`src/rtl/ctrl_fetch_decode_pkg.sv`:
```
// Shared types and instruction-field layout for the fetch/decode/control stage.
// The 16-bit instruction word is {opcode, rd, ra, rb}; the low byte doubles as imm/target.
package ctrl_fetch_decode_pkg;

  localparam int INSTR_W = 16;
  localparam int OPC_W   = 4;
  localparam int REG_AW  = 4;
  localparam int IMM_W   = 8;
  localparam int ALU_W   = 3;

  localparam int OPC_LSB = 12;
  localparam int RD_LSB  = 8;
  localparam int RA_LSB  = 4;
  localparam int RB_LSB  = 0;
  localparam int IMM_LSB = 0;

  typedef enum logic [OPC_W-1:0] {
    OP_ADD  = 4'h0,
    OP_SUB  = 4'h1,
    OP_AND  = 4'h2,
    OP_OR   = 4'h3,
    OP_XOR  = 4'h4,
    OP_LDI  = 4'h5,
    OP_BZ   = 4'h8,
    OP_JMP  = 4'h9,
    OP_HALT = 4'hF
  } opcode_t;

  typedef enum logic [ALU_W-1:0] {
    ALU_ADD   = 3'd0,
    ALU_SUB   = 3'd1,
    ALU_AND   = 3'd2,
    ALU_OR    = 3'd3,
    ALU_XOR   = 3'd4,
    ALU_PASSB = 3'd5
  } alu_op_t;

  typedef enum logic [1:0] {
    ST_FETCH  = 2'd0,
    ST_DECODE = 2'd1,
    ST_EXEC   = 2'd2,
    ST_HALT   = 2'd3
  } ctrl_state_t;

  typedef struct packed {
    logic [REG_AW-1:0] ra1;
    logic [REG_AW-1:0] ra2;
    logic [REG_AW-1:0] wa;
    alu_op_t           alu_op;
    logic              alu_b_imm;
    logic [IMM_W-1:0]  imm;
    logic              is_write;
    logic              is_jmp;
    logic              is_bz;
    logic              is_halt;
  } decode_t;

  function automatic logic [REG_AW-1:0] reg_field(input logic [INSTR_W-1:0] word, input int lsb);
    return word[lsb +: REG_AW];
  endfunction

  function automatic logic [OPC_W-1:0] opc_field(input logic [INSTR_W-1:0] word);
    return word[OPC_LSB +: OPC_W];
  endfunction

  function automatic logic [IMM_W-1:0] imm_field(input logic [INSTR_W-1:0] word);
    return word[IMM_LSB +: IMM_W];
  endfunction

endpackage

```
`src/rtl/ctrl_fetch_decode_if.sv`:
```
// Instruction-memory and register-file/ALU control bundle between the controller
// (master) and the memory/datapath side (slave).
interface ctrl_fetch_decode_if #(
  parameter int unsigned PC_W = 8
);

  logic [PC_W-1:0] imem_addr;
  logic            imem_en;
  logic [15:0]     imem_rdata;
  logic [3:0]      RA1;
  logic [3:0]      RA2;
  logic [3:0]      WA;
  logic            write_enable;
  logic [2:0]      alu_op;
  logic            alu_b_imm;
  logic [7:0]      imm;
  logic            rd1_is_zero;

  modport master (
    output imem_addr,
    output imem_en,
    input  imem_rdata,
    output RA1,
    output RA2,
    output WA,
    output write_enable,
    output alu_op,
    output alu_b_imm,
    output imm,
    input  rd1_is_zero
  );

  modport slave (
    input  imem_addr,
    input  imem_en,
    output imem_rdata,
    input  RA1,
    input  RA2,
    input  WA,
    input  write_enable,
    input  alu_op,
    input  alu_b_imm,
    input  imm,
    output rd1_is_zero
  );

endinterface

```
`src/rtl/ctrl_fetch_decode_instr_decode.sv`:
```
// Purely combinational instruction decoder: splits the IR into register addresses,
// ALU controls and the control-flow flags the sequencer needs in EXEC.
module instr_decode
  import ctrl_fetch_decode_pkg::*;
(
  input  logic [INSTR_W-1:0] ir_i,
  output decode_t            dec_o
);

  logic [OPC_W-1:0] opc;

  always_comb begin
    opc             = opc_field(ir_i);
    dec_o           = '0;
    dec_o.ra1       = reg_field(ir_i, RA_LSB);
    dec_o.ra2       = reg_field(ir_i, RB_LSB);
    dec_o.wa        = reg_field(ir_i, RD_LSB);
    dec_o.imm       = imm_field(ir_i);
    dec_o.alu_op    = ALU_ADD;
    dec_o.alu_b_imm = 1'b0;

    case (opc)
      OP_ADD: begin
        dec_o.alu_op   = ALU_ADD;
        dec_o.is_write = 1'b1;
      end
      OP_SUB: begin
        dec_o.alu_op   = ALU_SUB;
        dec_o.is_write = 1'b1;
      end
      OP_AND: begin
        dec_o.alu_op   = ALU_AND;
        dec_o.is_write = 1'b1;
      end
      OP_OR: begin
        dec_o.alu_op   = ALU_OR;
        dec_o.is_write = 1'b1;
      end
      OP_XOR: begin
        dec_o.alu_op   = ALU_XOR;
        dec_o.is_write = 1'b1;
      end
      // LDI routes the immediate straight through the ALU's B side.
      OP_LDI: begin
        dec_o.alu_op    = ALU_PASSB;
        dec_o.alu_b_imm = 1'b1;
        dec_o.is_write  = 1'b1;
      end
      OP_BZ:   dec_o.is_bz   = 1'b1;
      OP_JMP:  dec_o.is_jmp  = 1'b1;
      OP_HALT: dec_o.is_halt = 1'b1;
      default: ;
    endcase
  end

endmodule

```
`src/rtl/ctrl_fetch_decode.sv`:
```
// Three-cycle FETCH/DECODE/EXEC sequencer owning PC and IR; drives instruction
// memory and the register-file/ALU controls, parks in HALT until reset.
module ctrl_fetch_decode
  import ctrl_fetch_decode_pkg::*;
#(
  parameter int unsigned     PC_W     = 8,
  parameter logic [PC_W-1:0] RESET_PC = '0
) (
  input  logic                       clk,
  input  logic                       reset,
  input  logic                       run,
  ctrl_fetch_decode_if.master        bus,
  output logic [PC_W-1:0]            pc,
  output logic                       halted
);

  ctrl_state_t          state_q;
  logic [PC_W-1:0]      pc_q;
  logic [PC_W-1:0]      pc_d;
  logic [INSTR_W-1:0]   ir_q;
  logic                 halted_q;
  logic                 branch_taken;
  decode_t              dec;

  instr_decode u_decode (
    .ir_i  (ir_q),
    .dec_o (dec)
  );

  // PC wraps naturally modulo 2^PC_W; HALT leaves it where it was.
  always_comb begin
    branch_taken = dec.is_jmp || (dec.is_bz && bus.rd1_is_zero);
    pc_d         = pc_q + PC_W'(1);
    if (branch_taken) begin
      pc_d = PC_W'(dec.imm);
    end else if (dec.is_halt) begin
      pc_d = pc_q;
    end
  end

  always_ff @(posedge clk) begin
    if (reset) begin
      state_q  <= ST_FETCH;
      pc_q     <= RESET_PC;
      ir_q     <= '0;
      halted_q <= 1'b0;
    end else begin
      case (state_q)
        ST_FETCH: begin
          if (run) begin
            state_q <= ST_DECODE;
          end
        end
        ST_DECODE: begin
          ir_q    <= bus.imem_rdata;
          state_q <= ST_EXEC;
        end
        ST_EXEC: begin
          pc_q <= pc_d;
          if (dec.is_halt) begin
            state_q  <= ST_HALT;
            halted_q <= 1'b1;
          end else begin
            state_q <= ST_FETCH;
          end
        end
        ST_HALT: begin
          halted_q <= 1'b1;
        end
        default: begin
          state_q <= ST_FETCH;
        end
      endcase
    end
  end

  // Strobes are gated by reset so a reset landing mid-EXEC issues nothing that cycle.
  assign bus.imem_en      = (state_q == ST_FETCH) && run && !reset;
  assign bus.write_enable = (state_q == ST_EXEC) && dec.is_write && !reset;
  assign bus.imem_addr    = pc_q;
  assign bus.RA1          = dec.ra1;
  assign bus.RA2          = dec.ra2;
  assign bus.WA           = dec.wa;
  assign bus.alu_op       = dec.alu_op;
  assign bus.alu_b_imm    = dec.alu_b_imm;
  assign bus.imm          = dec.imm;

  assign pc     = pc_q;
  assign halted = halted_q;

endmodule

```
`src/flat_wrapper.sv`:
```
// flat-port wrapper written by rule: the top's interface ports become plain ports
module ctrl_fetch_decode_flat import ctrl_fetch_decode_pkg::*;
#(
  parameter int unsigned     PC_W     = 8,
  parameter logic [PC_W-1:0] RESET_PC = '0
)
  (clk, reset, run, pc, halted, bus_imem_addr, bus_imem_en, bus_imem_rdata, bus_RA1, bus_RA2, bus_WA, bus_write_enable, bus_alu_op, bus_alu_b_imm, bus_imm, bus_rd1_is_zero);
  ctrl_fetch_decode_if #(.PC_W(PC_W)) bus_i ();
  input  logic clk;
  input  logic reset;
  input  logic run;
  output logic [PC_W-1:0] pc;
  output logic halted;
  output wire logic [$bits(bus_i.imem_addr)-1:0] bus_imem_addr;
  output wire logic [$bits(bus_i.imem_en)-1:0] bus_imem_en;
  input wire logic [$bits(bus_i.imem_rdata)-1:0] bus_imem_rdata;
  output wire logic [$bits(bus_i.RA1)-1:0] bus_RA1;
  output wire logic [$bits(bus_i.RA2)-1:0] bus_RA2;
  output wire logic [$bits(bus_i.WA)-1:0] bus_WA;
  output wire logic [$bits(bus_i.write_enable)-1:0] bus_write_enable;
  output wire logic [$bits(bus_i.alu_op)-1:0] bus_alu_op;
  output wire logic [$bits(bus_i.alu_b_imm)-1:0] bus_alu_b_imm;
  output wire logic [$bits(bus_i.imm)-1:0] bus_imm;
  input wire logic [$bits(bus_i.rd1_is_zero)-1:0] bus_rd1_is_zero;
  assign bus_imem_addr = bus_i.imem_addr;
  assign bus_imem_en = bus_i.imem_en;
  assign bus_i.imem_rdata = bus_imem_rdata;
  assign bus_RA1 = bus_i.RA1;
  assign bus_RA2 = bus_i.RA2;
  assign bus_WA = bus_i.WA;
  assign bus_write_enable = bus_i.write_enable;
  assign bus_alu_op = bus_i.alu_op;
  assign bus_alu_b_imm = bus_i.alu_b_imm;
  assign bus_imm = bus_i.imm;
  assign bus_i.rd1_is_zero = bus_rd1_is_zero;
  ctrl_fetch_decode #(.PC_W(PC_W), .RESET_PC(RESET_PC)) u_core (.clk(clk), .reset(reset), .run(run), .bus(bus_i), .pc(pc), .halted(halted));
endmodule
```
`config.mk`:
```
export PLATFORM = sky130hd
export DESIGN_NAME = ctrl_fetch_decode_flat
export DESIGN_NICKNAME = d
export VERILOG_FILES = /design/src/rtl/ctrl_fetch_decode_pkg.sv /design/src/rtl/ctrl_fetch_decode_if.sv /design/src/rtl/ctrl_fetch_decode_instr_decode.sv /design/src/rtl/ctrl_fetch_decode.sv /design/src/flat_wrapper.sv
export SDC_FILE = /design/constraint.sdc
export NUM_CORES = 1
export LEC_CHECK = 0
export ABC_AREA = 1
export BUFFER_PORTS_ARGS = -buffer_cell sky130_fd_sc_hd__buf_2
export CAP_MARGIN = 30
export CELL_PAD_IN_SITES_DETAIL_PLACEMENT = 1
export CELL_PAD_IN_SITES_GLOBAL_PLACEMENT = 2
export CORE_MARGIN = 3
export CORE_UTILIZATION = 26
export CTS_BUF_LIST = sky130_fd_sc_hd__clkbuf_8
export DETAILED_ROUTE_END_ITERATION = 10
export GPL_TIMING_DRIVEN = 1
export PLACE_DENSITY_LB_ADDON = 0.12
export SLEW_MARGIN = 30
export SYNTH_ARGS = -nofsm -noshare
export SYNTH_HDL_FRONTEND = slang
export SYNTH_HIERARCHICAL = 1
export SYNTH_SLANG_ARGS = --single-unit
```
`constraint.sdc`:
```
create_clock -name clk -period 1.4 [get_ports clk]
set_input_delay 0 -clock clk [delete_from_list [all_inputs] [get_ports clk]]
set_output_delay 0 -clock clk [all_outputs]
set_load 0.1 [all_outputs]
```
**Yosys cells after proc, flatten, opt, wreduce, memory -nomap -nowiden**

Cells that the tools add are included.

- Add/sub/neg operators: 1
- Equal/unequal tests: 14
- Multiplexer cells: 13
- Reductions and logical operators: 15

Operators with widths:

| operator | count |
|---|---|
| 2-to-1 mux 8 bit | 2 |
| one-hot mux 3 bit (5 select lines) | 1 |
| equality test 4 bit, second input constant | 3 |
| adder 8 x 1 -> 8 bit, second input constant | 1 |
| equality test 4 x 2 -> 1 bit, second input constant | 2 |
| equality test 4 x 3 -> 1 bit, second input constant | 2 |
| 2-to-1 mux 1 bit | 6 |
| one-hot mux 2 bit (3 select lines) | 1 |
| AND reduction 2 bit | 3 |
| OR reduction 6 bit | 1 |
| logical AND 1 bit | 5 |
| equality test 2 bit, second input constant | 2 |
| equality test 4 x 1 -> 1 bit, second input constant | 1 |
| logical NOT 4 bit | 1 |
| 2-to-1 mux 2 bit | 2 |
| inequality test 2 x 1 -> 1 bit, second input constant | 2 |
| nonzero test 3 bit | 1 |
| equality test 2 x 1 -> 1 bit, second input constant | 1 |
| logical NOT 2 bit | 1 |
| inequality test 2 bit, second input constant | 1 |
| one-hot mux 1 bit (2 select lines) | 1 |
| nonzero test 2 bit | 1 |
| logical NOT 1 bit | 1 |
| logical OR 1 bit | 1 |

- Register bits: 27
- Output and inout port bits: 43
- Logic and storage cells: 47

**Longest topological paths before layout**

- Word-level depth: 6
- Mapped depth: 11
- Mapped depth without buffers: 11

**Cells and area by module**

Netlist, hierarchy kept.

Modules (own cells, without submodules):

| module | times used | cells an instance | area each (um^2) |
|---|---|---|---|
| ctrl_fetch_decode | 1 | 195 | 1397.6 |
| instr_decode | 1 | 39 | 222.7 |

**Least setup slack after synthesis**

OpenSTA, ideal clock, no wires.

- Kind: register to output
- From: reg u_core.ir_q[13]
- To: out bus_alu_op[1]
- Data arrival time: 2.426 ns
- Setup slack: -1.026 ns
- Cell stages (with the launch flop): 3
- Cells stage by stage: dfxtp_1 inv_2 nor3_1

- Word-level cells in the longest chain between the ends: 2
- Elaborated cells on any way between the ends: 6

RTL lines:

| item | line | source |
|---|---|---|
| from (decl) | ctrl_fetch_decode.sv:20 | `logic [INSTR_W-1:0] ir_q;` |
| from (signal assigned) | ctrl_fetch_decode.sv:55 | `ir_q <= bus.imem_rdata;` |
| equality test 4 x 3 -> 1 bit (tied with other cells) | ctrl_fetch_decode_instr_decode.sv:22 | `case (opc)` |
| one-hot mux 3 bit (5 select lines) * | ctrl_fetch_decode_instr_decode.sv:22 |  |
| to (decl) | flat_wrapper.sv:21 | `output wire logic [$bits(bus_i.alu_op)-1:0] bus_alu_op;` |

Every way passes the cells marked *; elsewhere a longest branch is shown, timed or not.

**Final worst setup path**

- From: reg u_core.state_q[1]
- To: out bus_imem_en

- Word-level cells in the longest chain between the ends: 3

RTL lines:

| item | line | source |
|---|---|---|
| from (decl) | ctrl_fetch_decode.sv:17 | `ctrl_state_t state_q;` |
| from (signal assigned) | ctrl_fetch_decode.sv:43 | `state_q <= ST_FETCH;` |
| from (signal assigned) | ctrl_fetch_decode.sv:51 | `state_q <= ST_DECODE;` |
| from (signal assigned) | ctrl_fetch_decode.sv:56 | `state_q <= ST_EXEC;` |
| logical NOT 2 bit | ctrl_fetch_decode.sv:78 | `assign bus.imem_en = (state_q == ST_FETCH) && run && !reset;` |
| logical AND 1 bit (2 in a row) | ctrl_fetch_decode.sv:78 |  |
| to (decl) | flat_wrapper.sv:15 | `output wire logic [$bits(bus_i.imem_en)-1:0] bus_imem_en;` |

Every way passes these cells.

==> results.toml <==
[synth]
mappedNetlistNets = 260
count_of_flip_flops_with_a_built_in_enable_after_synthesis = 0
synth_top_flop_cell = "sky130_fd_sc_hd__dfxtp_1"
synth_top_cell_by_area = "sky130_fd_sc_hd__dfxtp_1"
synth-async-reset-ratio = 0
syn-cell-area_sq_mm = 0.001620
netlist.area_leader.share = 0.3336
yosysWarnings = 6
postSynthRegisterBits = 27
synth-seq-area-share = 0.3336
yosys-top-cells-area = "sky130_fd_sc_hd__dfxtp_1 (33%), sky130_fd_sc_hd__buf_4 (13%), sky130_fd_sc_hd__nor2_1 (13%)"
synth.avg_cell_area_sq_um = 6.924
syn_inst = 234
synth_unique_cells = 25

[power_and_ir_drop]
irDropWorstVdd_uv = 1163
cellPowerDensity_mw_per_mm2 = 2126
p_sw_mw = 2.954
seq_power_share = 0.234
leakage_nw = 1.124
clock_power_share = 0.094
p_sw_frac = 0.6071
p_int_mw = 1.912
comb_power_share = 0.672

[global_routing]
first_global_vias = 1597
overflow = 0
antenna_violations_before_repair = 0
grt_start_max_net_pins = 22
wire_length_of_the_first_global_routing_pass_mm = 7.948
grt_usage = 0.1353

[setup_path]
worstRegToRegCells = 10
critPathRequiredTime_ps = 1400
critical_path.cell_chain = "inv_1 -> ha_1 -> nand2_1 -> nor2_2 -> buf_12"
critical_path.n_buffers_inverters = 2
startpoint_type = "register"
worst_path_dominant_cell_family = "flip-flops"
critical_path_class = "reg2out"
setup.worst_path.end_class = "primary output"
critPathMaxFanout = 5
path_depth = 5
startpoint = "u_core/state_q[1]$_SDFFE_PP0P_"
critical_path.slowest_cell = "sky130_fd_sc_hd__dfxtp_2"
critical_path.max_stage_delay_ps = 370
critPathArrivalTime_ps = 1320
worst_r2r_startpoint = "u_core/ir_q[14]$_SDFFE_PP0N_"

[routing]
drc = 0
detail_route.wirelength_mm = 4.743
total_number_of_vias = 1588
detail_route.vias_per_cell = 4.257
drt.antenna.violating_nets = 0
drt_iter0_drc = 29
route.detailed.wl_per_inst_microns = 12.72
first_drt_pass_iteration_count = 2

[floorplan]
width_of_the_chip_microns = 84.94
design.die.area_sq_mm = 0.007215
effective_utilization_at_floorplan = 0.2705
ios = 63
rows = 28
fp.dieH_microns = 84.94
core_area_sq_mm = 0.005991

[worst_hold_path]
worstHoldStart = "reset"
whs_path_depth = 3
hold_path_class = "in2reg"

[layout]
antenna-diode-count = 0
fin_nets = 325
layout_common_cells = "sky130_fd_sc_hd__buf_2 (56), sky130_fd_sc_hd__nor2_1 (44), sky130_fd_sc_hd__nand2_1 (33)"
layout.cells.most_common = "sky130_fd_sc_hd__buf_2"
num-fill-cells = 748
multi_input_comb_area_sq_um = 810.8
area_delta_synth_final_pct = 41.24
seqCellArea_sq_um = 564.3
drive_above_1_share = 0.4430
stdcell_count = 373

[timing]
fin_skew_ps = 3.627
timing.fmax_mhz = 759.6
fin_hold_ws_ps = 87.76
tightest_slew_ps = 552.9
rsz0062_at_grt = "yes"
finalSetupViolCount = 0
setup_tns_ps = 0
hold_viol = 0
fin_crit_sh = 0.9404
timing.final.crit_period_ps = 1317
slew_viol_final = 0
timing.max_slew.rel_slack = 0.6310

[cts]
cts.clk_slew.worst_paths_ps = 100
cts-htree-levels = 1
tritoncts_clock_tree = "built"
cts_inserted_buffers = 3
clock_insertion_delay_worst_skew_ps = 280
cts.root.buffer_cell = "sky130_fd_sc_hd__clkbuf_8"
clk_path_buf_depth = 2
cts.sink_count = 27

[place]
place.detailed.instances = 352
numPortBuffers = 62
gpl.final_weighted_congestion = 0.7576
place.detailed.hpwl_mm = 3.582

[flow_run]
timing.max_cap.violations = 0

[outcome]
outcome = "finished, final reports clean"
## worst min-delay path, delay by kind of cell
family,cells,cell delay (ps)
buffers and inverters,2,300
AO/OA/AOI/OAI,1,40
## area by class of cell
type | count | share of cell area
Clock buffer | 3 | 0.01804
Clock inverter | 1 | 0.001640
Inverter | 19 | 0.03116
Multi-Input combinational cell | 152 | 0.3543
Sequential cell | 27 | 0.2466
Tap cell | 75 | 0.04101
Timing Repair Buffer | 96 | 0.3073
## Yosys cell counts (2+ instances only)
master and number:
sky130_fd_sc_hd__a21oi_1 6, sky130_fd_sc_hd__a21oi_2 5, sky130_fd_sc_hd__buf_2 2, sky130_fd_sc_hd__buf_4 28, sky130_fd_sc_hd__buf_6 3, sky130_fd_sc_hd__dfxtp_1 27
sky130_fd_sc_hd__ha_1 6, sky130_fd_sc_hd__inv_1 17, sky130_fd_sc_hd__nand2_1 36, sky130_fd_sc_hd__nand2_2 7, sky130_fd_sc_hd__nand3_1 7, sky130_fd_sc_hd__nor2_1 54
sky130_fd_sc_hd__o21ai_0 22, sky130_fd_sc_hd__o21ai_1 2, sky130_fd_sc_hd__or2_2 2
## flip-flops by register name (all words and copies together), names as in the netlist
register and cells:
u_core/bus.imem_addr 8, u_core/halted 1, u_core/ir_q 16, u_core/state_q 2
## power groups by stage
stage          clock network [mW]  registers (mW)  logic [mW]
6_report                    0.456            1.14        3.27
3_3_place_gp                    0            1.15        3.15
5_1_grt                     0.515            1.18        3.46
4_1_cts                     0.483            1.14        3.21
2_1_floorplan                   0            1.23        2.58
3_5_place_dp                    0            1.15        3.15
## stage by stage
| step | power, mW | setup slack (ps) | util | instance area (sq um) |
|---|---|---|---|---|
| floorplan | 3.810 | -178.6 | - | 1660 |
| global placement | 4.296 | -4.777 | 0.3360 | 2013 |
| detailed placement | 4.299 | -15.36 | 0.3360 | 2013 |
| CTS | 4.834 | 9.766 | 0.3734 | 2237 |
| global route | 5.149 | -29.25 | 0.3820 | 2288 |
| finish | 4.865 | 83.48 | 0.3820 | 2288 |
## timing repair
| action | in CTS | in global routing |
|---|---|---|
| hold endpoints to repair | 16 | 0 |
| hold buffers | 16 | 0 |
| pin swaps | 1 | 2 |
| resized for setup | 5 | 22 |
| setup buffers | 0 | 1 |
| setup endpoints to repair | 3 | 16 |
## final timing paths
| path | slack, ps | end |
|---|---|---|
| min | 90 | u_core/bus.imem_addr[1]$_SDFFE_PP0P_ |
| max reg2reg | 90 | u_core/bus.imem_addr[3]$_SDFFE_PP0P_ |
| max | 80 | bus_imem_en |
| min reg2reg | 500 | u_core/halted$_SDFFE_PP0P_ |
## cell families (layout without fill, tap and decap cells)
| family | Yosys count | after routing | synth area share |
|---|---|---|---|
| AOI/OAI and AO/OA | 37 | 37 | 0.1344 |
| xor gates and xnor gates | 1 | 1 | 0.005406 |
| adders and majority gates | 6 | 6 | 0.04633 |
| buffers and inverters | 55 | 119 | 0.2085 |
| DFF | 27 | 27 | 0.3336 |
| and+or+nand+nor | 108 | 108 | 0.2718 |
## layer usage
metal / part of all wire / global-route usage / up-vias
met5: 0 / 0 / -
met2: 0.48 / 0.2189 / 28
met1: 0.48 / 0.1862 / 725
met4: 0.011 / 0.03885 / 0
met3: 0.033 / 0.02039 / 5
li1: - / - / 830
Note: power is estimated with default switching activity, not from simulation.
